==> config.mk <==
export PLATFORM = sky130hd
export DESIGN_NAME = div16sx8u_flat
export DESIGN_NICKNAME = d
export VERILOG_FILES = /design/src/rtl/div16sx8u_if.sv /design/src/rtl/div16sx8u.sv /design/src/flat_wrapper.sv
export SDC_FILE = /design/constraint.sdc
export NUM_CORES = 1
export LEC_CHECK = 0
export BUFFER_PORTS_ARGS = -buffer_cell sky130_fd_sc_hd__buf_2
export CAP_MARGIN = 30
export CORE_UTILIZATION = 55
export CTS_CLUSTER_SIZE = 24
export DETAILED_ROUTE_END_ITERATION = 10
export PLACE_DENSITY_LB_ADDON = 0.05
export SKIP_LAST_GASP = 1
export SLEW_MARGIN = 20
export SYNTH_ARGS = -nofsm -noshare
export SYNTH_HDL_FRONTEND = slang
export SYNTH_SLANG_ARGS = --single-unit
==> constraint.sdc <==
create_clock -name clk -period 5.3 [get_ports clk]
set_clock_uncertainty 0.2 [all_clocks]
set_input_delay 0.795 -clock clk [delete_from_list [all_inputs] [get_ports clk]]
set_output_delay 0.795 -clock clk [all_outputs]
set_load 0.005 [all_outputs]
==> src/rtl/div16sx8u_if.sv <==
// Handshake and data bundle for the div16sx8u sequential divider.
// The master (requester) drives start/dividend/divisor; the slave (divider)
// returns busy/done and the registered results.
interface div16sx8u_if #(
  parameter int DW = 16,
  parameter int VW = 8
);
  logic          start;
  logic [DW-1:0] dividend;
  logic [VW-1:0] divisor;
  logic          busy;
  logic          done;
  logic [DW-1:0] quotient;
  logic [VW:0]   remainder;
  logic          div_zero;

  modport master (
    output start, dividend, divisor,
    input  busy, done, quotient, remainder, div_zero
  );

  modport slave (
    input  start, dividend, divisor,
    output busy, done, quotient, remainder, div_zero
  );
endinterface

==> src/rtl/div16sx8u.sv <==
// div16sx8u: 16-bit signed dividend / 8-bit unsigned divisor, restoring
// shift-subtract, one quotient bit per clock (IDLE -> CALC x DW -> FIX).
// Truncating division by default; define DIV_ROUND_EN to round the result
// half away from zero in the FIX step.
module div16sx8u #(
  parameter int DW = 16,
  parameter int VW = 8
) (
  input  logic       clk,
  input  logic       reset,
  div16sx8u_if.slave bus
);

  localparam int CW = $clog2(DW + 1);

  typedef enum logic [1:0] {IDLE, CALC, FIX} state_e;

  state_e        state_q, state_d;
  logic [DW-1:0] mag_q, mag_d;     // dividend magnitude, becomes |quotient|
  logic [VW-1:0] dvs_q, dvs_d;     // captured divisor
  logic [VW:0]   pr_q, pr_d;       // partial remainder
  logic [CW-1:0] cnt_q, cnt_d;
  logic          neg_q, neg_d;     // dividend (and quotient) sign
  logic          zero_q, zero_d;   // divisor was zero
  logic          busy_q, busy_d;
  logic          done_q, done_d;
  logic [DW-1:0] quo_q, quo_d;
  logic [VW:0]   rem_q, rem_d;
  logic          dz_q, dz_d;

  logic [VW:0]   trial;
  logic          ge;
  logic [VW:0]   diff;
  logic [DW-1:0] q_abs;
  logic [VW-1:0] r_abs;
  logic          r_neg;

  // Next-state, datapath step and final sign/rounding fix-up.
  always_comb begin
    // NOTE: every variable gets a default first so no path leaves it unassigned (no latches).
    state_d = state_q;
    mag_d   = mag_q;
    dvs_d   = dvs_q;
    pr_d    = pr_q;
    cnt_d   = cnt_q;
    neg_d   = neg_q;
    zero_d  = zero_q;
    busy_d  = busy_q;
    done_d  = 1'b0;
    quo_d   = quo_q;
    rem_d   = rem_q;
    dz_d    = dz_q;

    // Shift the next dividend bit into the partial remainder and try a subtract.
    trial = {pr_q[VW-1:0], mag_q[DW-1]};
    ge    = (trial >= {1'b0, dvs_q});
    diff  = trial - {1'b0, dvs_q};

    // Magnitudes of the final result, optionally rounded half away from zero.
    q_abs = mag_q;
    r_abs = pr_q[VW-1:0];
    r_neg = neg_q;
`ifdef DIV_ROUND_EN
    if ({r_abs, 1'b0} >= {1'b0, dvs_q}) begin
      q_abs = mag_q + 1'b1;
      r_abs = dvs_q - r_abs;
      r_neg = ~neg_q;
    end
`endif

    unique case (state_q)
      IDLE: begin
        if (bus.start) begin
          // -2^(DW-1) negates to itself, which is exactly 2^(DW-1) unsigned.
          mag_d   = bus.dividend[DW-1] ? (~bus.dividend + 1'b1) : bus.dividend;
          dvs_d   = bus.divisor;
          neg_d   = bus.dividend[DW-1];
          zero_d  = (bus.divisor == '0);
          pr_d    = '0;
          cnt_d   = CW'(DW);
          busy_d  = 1'b1;
          state_d = (bus.divisor == '0) ? FIX : CALC;
        end
      end
      CALC: begin
        mag_d = {mag_q[DW-2:0], ge};
        pr_d  = ge ? diff : trial;
        cnt_d = cnt_q - 1'b1;
        if (cnt_q == CW'(1)) state_d = FIX;
      end
      FIX: begin
        if (zero_q) begin
          quo_d = neg_q ? {1'b1, {(DW-1){1'b0}}} : {1'b0, {(DW-1){1'b1}}};
          rem_d = '0;
          dz_d  = 1'b1;
        end else begin
          quo_d = neg_q ? (~q_abs + 1'b1) : q_abs;
          rem_d = r_neg ? (~{1'b0, r_abs} + 1'b1) : {1'b0, r_abs};
          dz_d  = 1'b0;
        end
        done_d  = 1'b1;
        busy_d  = 1'b0;
        state_d = IDLE;
      end
      default: state_d = IDLE;
    endcase
  end

  // State and output registers; synchronous reset aborts any division.
  always_ff @(posedge clk) begin
    // NOTE: sequential state uses non-blocking assignments so all flops update together.
    if (reset) begin
      state_q <= IDLE;
      mag_q   <= '0;
      dvs_q   <= '0;
      pr_q    <= '0;
      cnt_q   <= '0;
      neg_q   <= 1'b0;
      zero_q  <= 1'b0;
      busy_q  <= 1'b0;
      done_q  <= 1'b0;
      quo_q   <= '0;
      rem_q   <= '0;
      dz_q    <= 1'b0;
    end else begin
      state_q <= state_d;
      mag_q   <= mag_d;
      dvs_q   <= dvs_d;
      pr_q    <= pr_d;
      cnt_q   <= cnt_d;
      neg_q   <= neg_d;
      zero_q  <= zero_d;
      busy_q  <= busy_d;
      done_q  <= done_d;
      quo_q   <= quo_d;
      rem_q   <= rem_d;
      dz_q    <= dz_d;
    end
  end

  assign bus.busy      = busy_q;
  assign bus.done      = done_q;
  assign bus.quotient  = quo_q;
  assign bus.remainder = rem_q;
  assign bus.div_zero  = dz_q;

endmodule

==> src/flat_wrapper.sv <==
// flat-port wrapper written by rule: the top's interface ports become plain ports
module div16sx8u_flat 
#(
  parameter int DW = 16,
  parameter int VW = 8
)
  (clk, reset, bus_start, bus_dividend, bus_divisor, bus_busy, bus_done, bus_quotient, bus_remainder, bus_div_zero);
  div16sx8u_if #(.DW(DW), .VW(VW)) bus_i ();
  input  logic clk;
  input  logic reset;
  input wire logic [$bits(bus_i.start)-1:0] bus_start;
  input wire logic [$bits(bus_i.dividend)-1:0] bus_dividend;
  input wire logic [$bits(bus_i.divisor)-1:0] bus_divisor;
  output wire logic [$bits(bus_i.busy)-1:0] bus_busy;
  output wire logic [$bits(bus_i.done)-1:0] bus_done;
  output wire logic [$bits(bus_i.quotient)-1:0] bus_quotient;
  output wire logic [$bits(bus_i.remainder)-1:0] bus_remainder;
  output wire logic [$bits(bus_i.div_zero)-1:0] bus_div_zero;
  assign bus_i.start = bus_start;
  assign bus_i.dividend = bus_dividend;
  assign bus_i.divisor = bus_divisor;
  assign bus_busy = bus_i.busy;
  assign bus_done = bus_i.done;
  assign bus_quotient = bus_i.quotient;
  assign bus_remainder = bus_i.remainder;
  assign bus_div_zero = bus_i.div_zero;
  div16sx8u #(.DW(DW), .VW(VW)) u_core (.clk(clk), .reset(reset), .bus(bus_i));
endmodule
# == Word-level counts from Yosys, hierarchy flattened ==
# Cells that the tools add are included.
# classes
eq_ne,5
n_lt_le_gt_ge,1
reduce_logical,8
n_addsub,5
mux,21
n_bitwise,3
# op_table
cell,count
2-to-1 mux 16 bit,5
"adder 16 x 1 -> 16 bit, second input constant",2
inverter 16 bit,2
case mux 16 bit (2 select lines),1
2-to-1 mux 9 bit,2
2-to-1 mux 8 bit,2
case mux 8 bit (2 select lines),1
case mux 5 bit (2 select lines),1
"adder 9 x 1 -> 9 bit, second input constant",1
>= comparator 9 x 8 -> 1 bit,1
inverter 8 -> 9 bit,1
zero test 8 bit,1
AND reduction 2 bit,4
subtractor 8 bit,1
2-to-1 mux 2 bit,3
"== test 5 x 1 -> 1 bit, second input constant",1
2-to-1 mux 5 bit,1
"subtractor 5 x 1 -> 5 bit, second input constant",1
case mux 2 bit (2 select lines),1
nonzero test 2 bit,2
2-to-1 mux 1 bit,3
"== test 2 x 1 -> 1 bit, second input constant",1
"== test 2 bit, second input constant",1
zero test 2 bit,1
other kinds (3),3
# totals
ff_bits,69
output_inout_bits,28
word_cells,55
input_bits,27

# == Depth between registers and ports, before layout ==
# Gate-level depths: netlist (run 1).
# logic_depth
depth_word,5
mapped_depth,10
depth_no_buf,10

# == Least setup slack after synthesis (run 1) ==
# Ideal clock, no wire load.
# synth_path
path_type,input to register
from,in bus_dividend[8]
to,reg u_core.mag_q[14]
required_time_ns,5.030
cell_stages,6
slack_ns,2.623
t_arrival_ns,2.406
n_path_buf,0
setup_time_ns,0.070
cell_sequence,or4_1 or3_1 o41ai_1 xnor2_1 nand2_1 a21oi_1
# synth_between
elab_chain_cells,5
# synth_lines
element,line,source
start: declaration,flat_wrapper.sv:12,input wire logic [$bits(bus_i.dividend)-1:0] bus_dividend;
inverter 16 bit,div16sx8u.sv:75,mag_d = bus.dividend[DW-1] ? (~bus.dividend + 1'b1) : bus.dividend;
adder 16 x 1 -> 16 bit,div16sx8u.sv:75,
2-to-1 mux 16 bit,div16sx8u.sv:75,
2-to-1 mux 16 bit,div16sx8u.sv:73,if (bus.start) begin
case mux 16 bit (2 select lines),div16sx8u.sv:71,unique case (state_q)
end signal: assignment,div16sx8u.sv:127,mag_q <= mag_d;
end: declaration,div16sx8u.sv:19,"logic [DW-1:0] mag_q, mag_d;"
# No other way between the ends. The select of a mux whose other input is x is not followed.
# A chain may end at the register's enable or synchronous reset.

# == Worst setup path after layout (run 1) ==
# layout_path
from,reg u_core.mag_q[0]
to,"reg u_core.quo_q[10], in the netlist u_core.bus.quotient[10]"
# layout_between
elab_chain_cells,4
# layout_lines
element,line,source
inverter 16 bit,div16sx8u.sv:97,quo_d = neg_q ? (~q_abs + 1'b1) : q_abs;
adder 16 x 1 -> 16 bit,div16sx8u.sv:97,
2-to-1 mux 16 bit,div16sx8u.sv:97,
2-to-1 mux 16 bit,div16sx8u.sv:92,if (zero_q) begin
end signal: assignment,div16sx8u.sv:135,quo_q <= quo_d;
end: declaration,div16sx8u.sv:27,"logic [DW-1:0] quo_q, quo_d;"
# No other way between the ends.

==> run_results.csv, run 1 <==
group,metric,value,unit
cts,cts_tree,"done",
layout,finalNetCount,583,
drt,wl_met3,335,um
drt,wl_met1,4.60,mm
layout,multi_input_area,2280,sq um
drt,wl,9.02,mm
layout,mostFrequentLayoutCell,"dfxtp_1",
drt,drt-wirelength-per-cell,14.0,um
cts,numCtsBuffers,9,
cts,cts.clk_slew.worst_paths,0.08,ns
synthesis,ys_ff_latch,69,
timing,grt_setup_unrepaired,"false",
cts,cts.sinks,69,
timing,layout_min_cycle_time,2.74,ns
drt,vias,3691,
die,chipHeight,86.0,um
global_route,antenna_found_initial,0,
drt,drt_iter0_drc,216,
cts,insertion_delay,0.34,ns
layout,final_cell_mix,"dfxtp_1, nand2_1, nor2_1",
synthesis,ys_seq_area_share,35.6,%
synthesis,syn_area,3880,sq um
critical_path,critPathCaptureType,"flip-flop",
place,portBuffers,54,
die,die_area,7390,sq um
synthesis,synth_top_family_by_area,"compound AO/OA/AOI/OAI gates",
critical_path,slowest_delay,0.60,ns
job,drv_cap,0,
drt,route.detailed.drc,0,
timing,max_slew_margin,43.1,%
global_route,grt_pass1_wl,15.3,mm
drt,postRouteAntennaNets,0,
global_route,grt_max_degree,39,
cts,clock_tree.root_cell,"clkbuf_8",
timing,finalHoldViolations,0,
critical_path,slowest_stage,"or4_2",
cts,postCtsSetupBuffers,0,
hold_path,hold_path.startpoint,"u_core.bus.quotient[11]",
critical_path,regToRegStartpoint,"u_core.mag_q[0]",
synthesis,postSynth.asyncResetShare,0,%
place,place_ws,2.38,ns
power,leakage,1.79,nW
synthesis,yosys.area_share.simple,22.7,%
die,start_util,57.1,%
critical_path,cp-startpoint,"u_core.mag_q[0]",
hold_path,hold_path.class,"reg2reg",
timing,slew_viol_final,0,
place,dp.cells,626,
timing,max_freq,0.365,GHz
critical_path,required,5.30,ns
timing,finalWorstSetupSlack,2.56,ns
timing,setup_viol,0,
global_route,overflow,0,
synthesis,syn-num-nets,544,
cts,holdBufCountCts,0,
timing,period_share,51.6,%
critical_path,rrSetupSlack,2.56,ns
synthesis,synth_fa_ha_area_share,4.71,%
critical_path,cp_cell_sequence,"inv_1 > ha_1 > nor3b_1 > nand2_1 > or4_2 > a211o_1 > o21ai_0 > a211oi_1",
timing,setup_tns,0,ns
die,pin_count,55,
synthesis,synth_compound_area_share,24.7,%
layout,n_fill_cell,634,
power,peakVddDrop,214,uV
critical_path,worstPathArrival,2.74,ns
drt,vias_per_cell,5.74,
synthesis,synth_edf_count,0,
global_route,first_global_vias,3261,
layout,diodes,0,
die,core,6790,sq um
layout,area_growth,14.3,%
die,die_x,86.0,um
layout,ff_latch_area,1380,sq um
layout,stdcell_count,643,
power,p_per_area,334,nW/um^2
cts,cts-resized-gates,0,
run_status,status,"completed",
critical_path,start_kind,"flip-flop",
drt,dr_wl_met2,3.98,mm
synthesis,synth_warnings,0,
layout,final_layout_size_suffix_gt1_share,16.1,%
global_route,grt_usage,25.8,%
drt,maxUsedRoutingLayer,"met4",
place,dp_hpwl,6.47,mm
synthesis,syn-instance-count,503,
synthesis,synth.avg_cell_area,7.71,sq um
synthesis,synth_xor_xnor_area_share,5.42,%
place,gp_congestion,0.872,
die,row_count,30,
drt,first_pass_iters,4,
synthesis,ys_types,54,
critical_path,criticalPathCategory,"reg2reg",
critical_path,path_max_fanout,6,
cts,clockBufferDepth,2,
synthesis,synth_ff_type,"dfxtp_1",
timing,tightestPinTransition,0.854,ns
cts,htreeDepth,3,
synthesis,synthMuxAreaShare,1.29,%
registers in the layout, indices dropped and copies added (netlist names):
name	cells
u_core.bus.done	1
u_core.cnt_q	5
u_core.neg_q	1
u_core.bus.div_zero	1
u_core.mag_q	16
u_core.bus.busy	1
u_core.dvs_q	8
u_core.pr_q	8
u_core.state_q	2
u_core.zero_q	1
u_core.bus.quotient	16
u_core.bus.remainder	9
per-layer routing:
metal / GRT usage, % / vias to the layer above
met1: 38.2 / 1740
met3: 3.66 / 11
met5: 0 / -
met4: 8.94 / 0
met2: 38.2 / 81
li1: - / 1859
stage by stage:
stage	power, mW	util (%)	area [sq um]	hold WS, ns
4_1_cts	1.48	65.1	4420	0.254
6_report	1.48	65.2	4430	0.252
2_1_floorplan	0.901	-	3880	0.236
3_5_place_dp	0.996	61.8	4200	0.244
3_3_place_gp	0.984	61.4	4170	0.236
5_1_grt	1.57	65.2	4430	0.267
path summary, 6_finish.rpt:
| path | endpoint | depth (start not counted) |
|---|---|---|
| max | u_core.bus.quotient[10] | 8 |
| min | u_core.bus.quotient[11] | 2 |
| max reg2reg | u_core.bus.quotient[10] | 8 |
| min reg2reg | u_core.bus.quotient[11] | 2 |
cell type report:
cell class | instances | share of cell area [%]
well taps | 96 | 2.71
clock inverters | 4 | 1.58
repair buffers | 62 | 7.79
multi-input cells | 379 | 51.5
flip-flops and latches | 69 | 31.2
clock buffers | 12 | 3.50
inverters | 21 | 1.78
critical path: cells and delay by family (launching register included):
family / cells / cell delay [ns]
fa+ha+maj: 1 / 0.19
simple gates: 3 / 1.28
flops: 1 / 0.37
buf+inv: 1 / 0.11
compound gates: 3 / 0.46
cells in the mapped netlist (7+ instances only):
cell type	count	area, sq um
nor3_1	16	80.1
xor2_1	7	61.3
o21ai_0	24	120
nand2b_1	10	62.6
inv_1	21	78.8
a22oi_1	15	113
dfxtp_1	69	1380
ha_1	13	163
nor2_1	56	210
a211oi_1	11	82.6
nor2b_1	8	50.1
nand2_1	66	248
o31ai_1	7	52.6
xnor2_1	17	149
a21oi_1	48	240
clkbuf_1	30	113
cells by family after synthesis:
| logic type | Yosys count |
|---|---|
| DFF | 69 |
| AOI/OAI and AO/OA | 148 |
| xor gates and xnor gates | 24 |
| buffers and inverters | 55 |
| muxes | 5 |
| adders and majority gates | 14 |
| and+or+nand+nor | 188 |
power breakdown:
part | internal, mW | switching [mW]
clock network | 0.289 | 0.197
registers | 0.555 | 0.0464
logic | 0.169 | 0.222
No activity file was read; power rests on OpenSTA's default activity.
==> run 2: changes to the inputs <==
==> constraint.sdc (replaced) <==
create_clock -name clk -period 2.8 [get_ports clk]
set_clock_uncertainty 0.2 [all_clocks]
set_input_delay 0.42 -clock clk [delete_from_list [all_inputs] [get_ports clk]]
set_output_delay 0.42 -clock clk [all_outputs]
set_load 0.005 [all_outputs]
==> run 2 against run 1 <==
  * Final area up 0.51%
  * Count of clock-buffer cells in the layout unchanged
  * Die area unchanged
  * Worst hold slack worse by 0.13 ns
  * First-iteration DRC count up 19%
  * Register-to-register slack lost 2.3 ns
  * Combinational power rose by 92%
==> run_results.csv, run 2 (same netlist as run 1, synthesis figures left out) <==
group,metric,value,unit
timing,max_freq,0.401,GHz
timing,slew_viol_final,0,
drt,route.detailed.drc,0,
cts,numCtsBuffers,9,
critical_path,required,2.84,ns
global_route,grt_usage,26.2,%
place,place_area,4230,sq um
global_route,grt_max_degree,33,
critical_path,rrSetupSlack,0.31,ns
timing,tightestPinTransition,0.802,ns
layout,final_cell_mix,"dfxtp_1, nand2_1, nor2_1",
timing,setup_viol,0,
cts,clockBufferDepth,2,
die,pin_count,55,
layout,mostFrequentLayoutCell,"dfxtp_1",
job,drv_cap,0,
critical_path,worstPathArrival,2.53,ns
critical_path,regToRegStartpoint,"u_core.mag_q[7]",
global_route,first_global_vias,3351,
critical_path,r2r-end,"u_core.bus.quotient[15]",
critical_path,cp-startpoint,"u_core.mag_q[7]",
critical_path,critPathCaptureType,"flip-flop",
power,p_per_area,629,nW/um^2
layout,finalInstanceArea,4450,sq um
drt,wl,8.96,mm
drt,vias,3693,
layout,finalNetCount,588,
layout,area_growth,14.9,%
power,p_total,2.80,mW
layout,n_fill_cell,596,
place,gp_congestion,0.904,
die,start_util,57.1,%
timing,layout_min_cycle_time,2.49,ns
cts,cts_tree,"done",
die,row_count,30,
cts,holdBufCountCts,0,
timing,max_slew_margin,46.1,%
place,portBuffers,54,
layout,stdcell_count,648,
global_route,grt_pass1_wl,15.7,mm
layout,final_layout_size_suffix_gt1_share,16.8,%
timing,finalHoldViolations,0,
hold_path,hold_path.class,"in2reg",
cts,cts.clk_slew.worst_paths,0.07,ns
drt,drt-wirelength-per-cell,13.8,um
layout,ff_latch_area,1380,sq um
layout,diodes,0,
die,die_area,7390,sq um
power,peakVddDrop,289,uV
power,leakage,1.81,nW
cts,insertion_delay,0.34,ns
drt,first_pass_iters,5,
place,dp.cells,632,
layout,multi_input_area,2280,sq um
hold_path,hold_depth,3,
drt,drt_iter0_drc,257,
critical_path,critPathCapture,"u_core.bus.quotient[15]",
critical_path,criticalPathCategory,"reg2reg",
global_route,antenna_found_initial,0,
cts,htreeDepth,3,
critical_path,start_kind,"flip-flop",
cts,clock_tree.root_cell,"clkbuf_8",
layout,postLayoutCoreUtil,65.6,%
cts,cts.sinks,69,
timing,period_share,89.0,%
run_status,status,"completed",
cts,cts-resized-gates,0,
die,die_x,86.0,um
die,chipHeight,86.0,um
place,dp_hpwl,6.55,mm
drt,postRouteAntennaNets,0,
critical_path,path_max_fanout,9,
critical_path,worstRegToRegCells,6,
timing,grt_setup_unrepaired,"false",
cts,postCtsSetupBuffers,0,
timing,setup_tns,0,ns
die,core,6790,sq um
drt,vias_per_cell,5.70,
global_route,overflow,0,
-- run 2: per-layer routing --
layer  GRT usage [%]  vias to the layer above  share of wire [%]
met4            5.76                        0                1.1
met1            38.1                     1701                 51
li1                -                     1871                  -
met5               0                        -                  0
met3            6.16                       12                5.1
met2            39.2                      109                 43
-- run 2: worst max-delay path, cell delays in order, from the launching register on --
cell and delay (ns):
dfxtp_1 0.40, or4_4 0.59, or3_4 0.36, or4_4 0.49
nor3_1 0.14, a31o_1 0.15, o21ai_2 0.06
-- run 2: worst min path at each step --
stage	startpoint	endpoint	slack, ns
2_1_floorplan	u_core.dvs_q[1]	u_core.dvs_q[1]	0.24
3_3_place_gp	u_core.bus.quotient[0]	u_core.bus.quotient[0]	0.24
3_5_place_dp	u_core.bus.quotient[0]	u_core.bus.quotient[0]	0.24
4_1_cts	bus_divisor[6]	u_core.dvs_q[6]	0.12
5_1_grt	bus_divisor[5]	u_core.dvs_q[5]	0.12
6_report	bus_divisor[3]	u_core.dvs_q[3]	0.12
-- run 2: report_power, final --
group,internal [mW],switching (mW),total (mW)
clock,0.548,0.365,0.912
sequential,1.05,0.0862,1.14
combinational,0.329,0.422,0.751
total,1.93,0.872,2.80
-- run 2: final cells by class --
class | instances | share of cell area, %
timing repair buffer | 67 | 8.26
sequential | 69 | 31.0
clock inverter | 4 | 1.57
inverter | 21 | 1.77
clock buffer | 12 | 3.48
tap | 96 | 2.70
multi-input combinational | 379 | 51.2
-- run 2: metrics by stage --
stage	hold slack, ns	worst slack, ns
after floorplan	0.236	0.242
after global placement	0.237	0.321
after detailed placement	0.241	0.300
after CTS	0.117	0.316
after global routing	0.122	0.145
final	0.121	0.307
